[src/rtl/drac_pkg.sv]
// Shared types for the commit-trace path: per-lane commit payload and the
// tagged trace record delivered to the sink.
package drac_pkg;

  localparam int TRACE_SEQ_W   = 32;
  localparam int LANE_IDX_W    = 3;
  localparam int COMMIT_DATA_W = 32;
  localparam int DROP_CNT_W    = 32;

  typedef logic [COMMIT_DATA_W-1:0] commit_data_t;

  typedef struct packed {
    logic [TRACE_SEQ_W-1:0] seq;
    logic [LANE_IDX_W-1:0]  lane;
    commit_data_t           data;
  } trace_rec_t;

  typedef enum logic {
    ST_RUN    = 1'b0,
    ST_FROZEN = 1'b1
  } trace_state_e;

endpackage

[src/rtl/commit_trace_if.sv]
// Commit-side capture inputs and sink-side drain/status signals of the trace buffer.
interface commit_trace_if #(
  parameter int NUM_LANES = 2,
  parameter int DEPTH     = 16
);
  import drac_pkg::*;

  localparam int CNT_W = $clog2(DEPTH + 1);

  logic                          enable_i;
  logic                          clear_i;
  logic [NUM_LANES-1:0]          commit_valid_i;
  commit_data_t [NUM_LANES-1:0]  commit_data_i;
  logic                          trace_valid_o;
  trace_rec_t                    trace_data_o;
  logic                          trace_ready_i;
  logic                          overflow_o;
  logic [DROP_CNT_W-1:0]         drop_cnt_o;
  logic                          frozen_o;
  logic [CNT_W-1:0]              count_o;

  modport master (
    output enable_i, clear_i, commit_valid_i, commit_data_i, trace_ready_i,
    input  trace_valid_o, trace_data_o, overflow_o, drop_cnt_o, frozen_o, count_o
  );

  modport slave (
    input  enable_i, clear_i, commit_valid_i, commit_data_i, trace_ready_i,
    output trace_valid_o, trace_data_o, overflow_o, drop_cnt_o, frozen_o, count_o
  );

endinterface

[src/rtl/commit_trace_compact.sv]
// Prefix popcount over the commit-valid lanes: each valid lane's slot offset
// inside the group, plus the group size k.
module commit_trace_compact #(
  parameter int NUM_LANES = 2,
  parameter int OFF_W     = $clog2(NUM_LANES + 1)
) (
  input  logic [NUM_LANES-1:0]            valid,
  output logic [NUM_LANES-1:0][OFF_W-1:0] offset,
  output logic [OFF_W-1:0]                k
);

  logic [OFF_W-1:0] running;

  // NOTE: combinational blocks use blocking '=' and assign every output
  // before any conditional use, so the running sum chains and no latch forms.
  always_comb begin
    running = '0;
    offset  = '0;
    for (int i = 0; i < NUM_LANES; i++) begin
      offset[i] = running;
      running   = running + OFF_W'(valid[i]);
    end
    k = running;
  end

endmodule

[src/rtl/commit_trace_buffer.sv]
// Commit-trace collector: packs valid commit lanes into a circular buffer with
// running sequence tags and drains them one record per cycle to a trace sink.
module commit_trace_buffer
  import drac_pkg::*;
#(
  parameter int NUM_LANES   = 2,
  parameter int DEPTH       = 16,
  parameter bit STOP_ON_OVF = 1'b0
) (
  input  logic           clk,
  input  logic           rst,
  commit_trace_if.slave  bus
);

  localparam int PTR_W = (DEPTH > 1) ? $clog2(DEPTH) : 1;
  localparam int CNT_W = $clog2(DEPTH + 1);
  localparam int OFF_W = $clog2(NUM_LANES + 1);

  trace_state_e          state_q, state_d;
  logic [PTR_W-1:0]      head_q, tail_q;
  logic [CNT_W-1:0]      count_q, count_d, space;
  logic [TRACE_SEQ_W-1:0] seq_q;
  logic [DROP_CNT_W-1:0] drop_q, drop_next;
  logic [DROP_CNT_W:0]   drop_sum;
  logic                  ovf_q;
  trace_rec_t            mem [2**PTR_W];

  logic [NUM_LANES-1:0][OFF_W-1:0] offset;
  logic [OFF_W-1:0]                grp_k;
  logic                            capture, fits, accept, drop, pop;

  commit_trace_compact #(
    .NUM_LANES (NUM_LANES),
    .OFF_W     (OFF_W)
  ) u_compact (
    .valid  (bus.commit_valid_i),
    .offset (offset),
    .k      (grp_k)
  );

  // Space is judged against the pre-pop count: a same-cycle pop never makes room.
  assign capture = bus.enable_i && (state_q == ST_RUN);
  assign space   = CNT_W'(DEPTH) - count_q;
  assign fits    = 32'(grp_k) <= 32'(space);
  assign accept  = capture && fits;
  assign drop    = capture && !fits;
  assign pop     = (count_q != '0) && bus.trace_ready_i;

  assign count_d   = count_q + (accept ? CNT_W'(grp_k) : CNT_W'(0)) - CNT_W'(pop);
  assign drop_sum  = {1'b0, drop_q} + (DROP_CNT_W + 1)'(grp_k);
  assign drop_next = drop_sum[DROP_CNT_W] ? '1 : drop_sum[DROP_CNT_W-1:0];

  // NOTE: all sequential state uses non-blocking '<=' so every register
  // samples the pre-edge values regardless of statement order.
  always_ff @(posedge clk or negedge rst) begin
    if (!rst) begin
      head_q  <= '0;
      tail_q  <= '0;
      count_q <= '0;
      seq_q   <= '0;
      drop_q  <= '0;
      ovf_q   <= 1'b0;
    end else if (bus.clear_i) begin
      head_q  <= '0;
      tail_q  <= '0;
      count_q <= '0;
      seq_q   <= '0;
      drop_q  <= '0;
      ovf_q   <= 1'b0;
    end else begin
      if (accept) tail_q <= tail_q + PTR_W'(grp_k);
      if (pop)    head_q <= head_q + PTR_W'(1);
      count_q <= count_d;
      // Dropped groups still consume sequence numbers so the sink sees a gap.
      if (capture) seq_q <= seq_q + TRACE_SEQ_W'(grp_k);
      if (drop) begin
        drop_q <= drop_next;
        ovf_q  <= 1'b1;
      end
    end
  end

  // NOTE: the record storage has no reset; occupancy is tracked by count_q,
  // so stale contents are never presented as valid.
  always_ff @(posedge clk) begin
    if (accept && !bus.clear_i) begin
      for (int i = 0; i < NUM_LANES; i++) begin
        if (bus.commit_valid_i[i]) begin
          mem[tail_q + PTR_W'(offset[i])] <= '{
            seq:  seq_q + TRACE_SEQ_W'(offset[i]),
            lane: LANE_IDX_W'(i),
            data: bus.commit_data_i[i]
          };
        end
      end
    end
  end

  always_ff @(posedge clk or negedge rst) begin
    if (!rst) state_q <= ST_RUN;
    else      state_q <= state_d;
  end

  always_comb begin
    state_d = state_q;
    unique case (state_q)
      ST_RUN:    if (drop && STOP_ON_OVF) state_d = ST_FROZEN;
      ST_FROZEN: state_d = ST_FROZEN;
      default:   state_d = ST_RUN;
    endcase
    if (bus.clear_i) state_d = ST_RUN;
  end

  always_comb begin
    bus.frozen_o = (state_q == ST_FROZEN);
  end

  // Head is read straight from storage (first-word-fall-through).
  assign bus.trace_valid_o = (count_q != '0);
  assign bus.trace_data_o  = mem[head_q];
  assign bus.count_o       = count_q;
  assign bus.drop_cnt_o    = drop_q;
  assign bus.overflow_o    = ovf_q;

endmodule
[src/flat_wrapper.sv]
// flat-port wrapper written by rule: the top's interface ports become plain ports
module commit_trace_buffer_flat import drac_pkg::*;
#(
  parameter int NUM_LANES   = 2,
  parameter int DEPTH       = 16,
  parameter bit STOP_ON_OVF = 1'b0
)
  (clk, rst, bus_enable_i, bus_clear_i, bus_commit_valid_i, bus_commit_data_i, bus_trace_ready_i, bus_trace_valid_o, bus_trace_data_o, bus_overflow_o, bus_drop_cnt_o, bus_frozen_o, bus_count_o);
  commit_trace_if #(.NUM_LANES(NUM_LANES), .DEPTH(DEPTH)) bus_i ();
  input  logic clk;
  input  logic rst;
  input wire logic [$bits(bus_i.enable_i)-1:0] bus_enable_i;
  input wire logic [$bits(bus_i.clear_i)-1:0] bus_clear_i;
  input wire logic [$bits(bus_i.commit_valid_i)-1:0] bus_commit_valid_i;
  input wire logic [$bits(bus_i.commit_data_i)-1:0] bus_commit_data_i;
  input wire logic [$bits(bus_i.trace_ready_i)-1:0] bus_trace_ready_i;
  output wire logic [$bits(bus_i.trace_valid_o)-1:0] bus_trace_valid_o;
  output wire logic [$bits(bus_i.trace_data_o)-1:0] bus_trace_data_o;
  output wire logic [$bits(bus_i.overflow_o)-1:0] bus_overflow_o;
  output wire logic [$bits(bus_i.drop_cnt_o)-1:0] bus_drop_cnt_o;
  output wire logic [$bits(bus_i.frozen_o)-1:0] bus_frozen_o;
  output wire logic [$bits(bus_i.count_o)-1:0] bus_count_o;
  assign bus_i.enable_i = bus_enable_i;
  assign bus_i.clear_i = bus_clear_i;
  assign bus_i.commit_valid_i = bus_commit_valid_i;
  assign bus_i.commit_data_i = bus_commit_data_i;
  assign bus_i.trace_ready_i = bus_trace_ready_i;
  assign bus_trace_valid_o = bus_i.trace_valid_o;
  assign bus_trace_data_o = bus_i.trace_data_o;
  assign bus_overflow_o = bus_i.overflow_o;
  assign bus_drop_cnt_o = bus_i.drop_cnt_o;
  assign bus_frozen_o = bus_i.frozen_o;
  assign bus_count_o = bus_i.count_o;
  commit_trace_buffer #(.NUM_LANES(NUM_LANES), .DEPTH(DEPTH), .STOP_ON_OVF(STOP_ON_OVF)) u_core (.clk(clk), .rst(rst), .bus(bus_i));
endmodule
[config.mk]
export PLATFORM = sky130hd
export DESIGN_NAME = commit_trace_buffer_flat
export DESIGN_NICKNAME = d
export VERILOG_FILES = /design/src/rtl/drac_pkg.sv /design/src/rtl/commit_trace_if.sv /design/src/rtl/commit_trace_compact.sv /design/src/rtl/commit_trace_buffer.sv /design/src/flat_wrapper.sv
export SDC_FILE = /design/constraint.sdc
export NUM_CORES = 2
export LEC_CHECK = 0
export CAP_MARGIN = 20
export CORE_ASPECT_RATIO = 2
export CORE_MARGIN = 4
export CORE_UTILIZATION = 45
export DETAILED_ROUTE_END_ITERATION = 10
export DONT_BUFFER_PORTS = 1
export PLACE_DENSITY_LB_ADDON = 0.25
export SLEW_MARGIN = 20
export SYNTH_ARGS = -nofsm -noshare
export SYNTH_HDL_FRONTEND = slang
export SYNTH_HIERARCHICAL = 1
export SYNTH_SLANG_ARGS = --single-unit
[constraint.sdc]
create_clock -name clk -period 6.3 [get_ports clk]
set_input_delay 1.26 -clock clk [delete_from_list [all_inputs] [get_ports clk]]
set_output_delay 1.26 -clock clk [all_outputs]
set_load 0.01 [all_outputs]
==> results.ini <==
[critical_path]
worstPathRequired_ns = 5.04
cpMostUsedCell = mux4_2
crit_cells = 3
r2r_setup_slack_ns = 1.58
critical_path.endpoint = bus_trace_data_o[46]
crit_fanout = 38
path_buf_inv = 1
reg2reg_depth = 11
worstReg2RegStart = u_core/bus.count_o[2]
arrival_ns = 3.56
crit_type = register to primary output
crit_slowest_cell = dfrtp_4
path_cells = buf_4 -> mux4_2 -> mux4_2
cp-start-kind = register
worst_path_dominant_cell_family = multiplexers
endpoint_kind = primary output
cpPeakStageDelay_ns = 1.04
reg2reg_to = u_core/mem[9][39]
setup.worst_path.start = u_core/head_q[0]

[detailed_routing]
via_per_inst = 7.09
detail_route.wl_per_cell_um = 37.3
drt-pass1-iter-count = 6
ant_nets = 0
drt_iter0_drc = 4873
routed_wl_mm = 207
drc = 0
via_count = 39400

[floorplan]
core_um2 = 124000
die_h_um = 509
initial_core_util_pct = 45.4
io_pins = 178
die_w_um = 258
dieArea_um2 = 131000
rows = 183

[synth]
syn_area_um2 = 56400
ys_async_sr_fraction_pct = 6.98
ys_warn_count = 6
synth_cell_types = 73
synthFlopType = edfxtp_1
ys_seq_elements = 1118
synth_edf_count = 1024
synthCells = 4052
seq_area_frac_synth_pct = 58.5
syn_area_per_cell_um2 = 13.9

[timing]
fmax_ghz = 0.207
period_needed_ns = 4.82
tightestPinTransition_ns = 1.23
whs_ns = 0.232
min_period_over_period_pct = 76.6
setup_viol = 0
timing.setup.tns_ns = 0
skew_ns = 0.0225
slew_headroom_pct = 17.5
final_hold_viol_count = 0
rsz0062_at_grt = false
drv_slew = 0

[place]
dp.cells = 5355
gp_congestion = 0.965
hpwlAfterDp_mm = 130
port_buffers = 0

[layout]
layoutNonFillerInstCount = 5548
drive_gt1_share_pct = 20.5
fill_cells = 10500
final_util_pct = 49.6
area_growth_pct = 9.23
nets = 3902

[power]
leakage_nw = 19.9
worst_ir_drop_vdd_v = 0.000205
p_per_area_nw_per_um2 = 301

[grt]
grt_overflow = 0
antenna_found_initial = 5
grt_max_degree = 80
grt_pass1_vias = 39400
grt_pass1_wl_mm = 289
grt_usage_pct = 30.9

[clocking]
htreeDepth = 3
path_clk_slew_ns = 0.07
postCtsSetupBuffers = 0
cts-hold-fix-buffers = 0
cts-root-buf = clkbuf_16
clock_path_buffers = 3
cts_resized = 0
cts_buffers = 102
clkSinkCount = 1118
tritoncts = yes
clock_latency_ns = 0.73

[run_status]
outcome = finished, final reports clean

[worst_hold_path]
holdCritPathClass = input port to asynchronous set/reset pin

[run]
drv_cap = 0

-- cell usage in the layout (no fill, tap or decap), types with 24 or more instances in the layout --
master / synthesis / final
o21ai_0: 144 / 144
xnor2_1: 51 / 42
buf_4: 39 / 164
inv_1: 27 / 27
nand2_1: 256 / 240
nor3_1: 27 / 25
nor2_1: 82 / 78
ha_1: 27 / 27
clkbuf_16: 0 / 105
a22o_1: 481 / 481
edfxtp_1: 1024 / 1024
o22ai_1: 339 / 339
nor3_4: 9 / 24
or3_1: 51 / 47
xor2_1: 52 / 41
mux4_2: 325 / 325
nand3_1: 235 / 226
dfrtp_1: 78 / 74
a21oi_1: 26 / 26
clkinv_2: 0 / 24
-- logic make-up after synthesis --
logic type | Yosys count | share of synthesized area [%]
xor+xnor | 103 | 1.60
simple gates | 809 | 7.51
flops | 1118 | 58.5
buf+inv | 579 | 4.53
compound gates | 1077 | 13.9
other cells | 2 | 0.0133
mux | 329 | 13.0
fa+ha+maj | 35 | 0.883
-- area by class of cell --
| type | count | area [um2] | share of cell area [%] |
|---|---|---|---|
| Sequential cell | 1118 | 33000 | 53.6 |
| Multi-Input combinational cell | 2359 | 21400 | 34.7 |
| Clock buffer | 123 | 2700 | 4.37 |
| Tap cell | 1665 | 2080 | 3.38 |
| Timing Repair Buffer | 186 | 1690 | 2.74 |
| Clock inverter | 64 | 623 | 1.01 |
| Inverter | 29 | 109 | 0.177 |
| Antenna cell | 4 | 10.0 | 0.0162 |
-- stage by stage --
stage	power [mW]	setup WS [ns]	cell area (um2)
2_1_floorplan	11.1	1.10	56400
3_3_place_gp	12.3	1.18	58200
5_1_grt	19.1	1.30	61600
4_1_cts	18.6	1.39	61500
6_report	18.6	1.48	61600
3_5_place_dp	12.3	1.14	58200
-- synth_stat cells, types with 21 or more instances --
master / count / area, um2
edfxtp_1: 1024 / 30700
a22o_1: 481 / 4210
o22ai_1: 339 / 2120
mux4_2: 325 / 7320
clkbuf_1: 281 / 1050
nand2_1: 256 / 961
nand3_1: 235 / 1180
o21ai_0: 144 / 721
buf_2: 130 / 651
buf_1: 90 / 338
nor2_1: 82 / 308
dfrtp_1: 78 / 1950
xor2_1: 52 / 455
or3_1: 51 / 319
xnor2_1: 51 / 447
buf_4: 39 / 293
ha_1: 27 / 338
inv_1: 27 / 101
nor3_1: 27 / 135
a21oi_1: 26 / 130
and3_1: 22 / 138
o21ai_1: 21 / 105
o2bb2ai_1: 21 / 184
-- worst min path at each step --
stage / startpoint / to / slack [ns]
floorplan: u_core/mem[5][32] / u_core/mem[5][32] / 0.42
global placement: u_core/mem[10][32] / u_core/mem[10][32] / 0.43
detailed placement: u_core/mem[8][32] / u_core/mem[8][32] / 0.43
CTS: rst / u_core/bus.drop_cnt_o[13] / 0.18
global route: rst / u_core/bus.drop_cnt_o[28] / 0.21
finish: rst / u_core/bus.drop_cnt_o[13] / 0.23
-- sequential cells by signal, summed over array words and instances (netlist names) --
register / flops
u_core/seq_q: 32
u_core/tail_q: 4
u_core/bus.drop_cnt_o: 32
u_core/bus.overflow_o: 1
u_core/head_q: 4
u_core/mem: 1040
u_core/bus.count_o: 5
-- layer usage --
layer	wire length (um)	part of all wire [%]	vias up	GRT usage [%]
li1	-	-	15700	-
met1	63400	31	20000	32.9
met2	104000	50	2802	52.8
met3	19800	9.5	867	7.13
met4	19800	9.5	2	23.8
met5	7	0.0034	-	0
-- where the power goes --
group / leakage (nW) / internal, mW / total [mW] / switching [mW]
clock: 1.62 / 3.50 / 6.39 / 2.89
combinational: 7.03 / 1.62 / 3.67 / 2.05
sequential: 11.3 / 8.26 / 8.49 / 0.225
total: 19.9 / 13.4 / 18.6 / 5.17
-- worst reg2reg max path, delay by kind of cell (launching register included) --
kind	cells	cell delay (ns)
AOI/OAI and AO/OA	4	1.64
and+or+nand+nor	3	1.10
buffers and inverters	2	0.77
adders and majority gates	2	0.51
DFF	1	0.50
No activity file was read; power rests on OpenSTA's default activity.
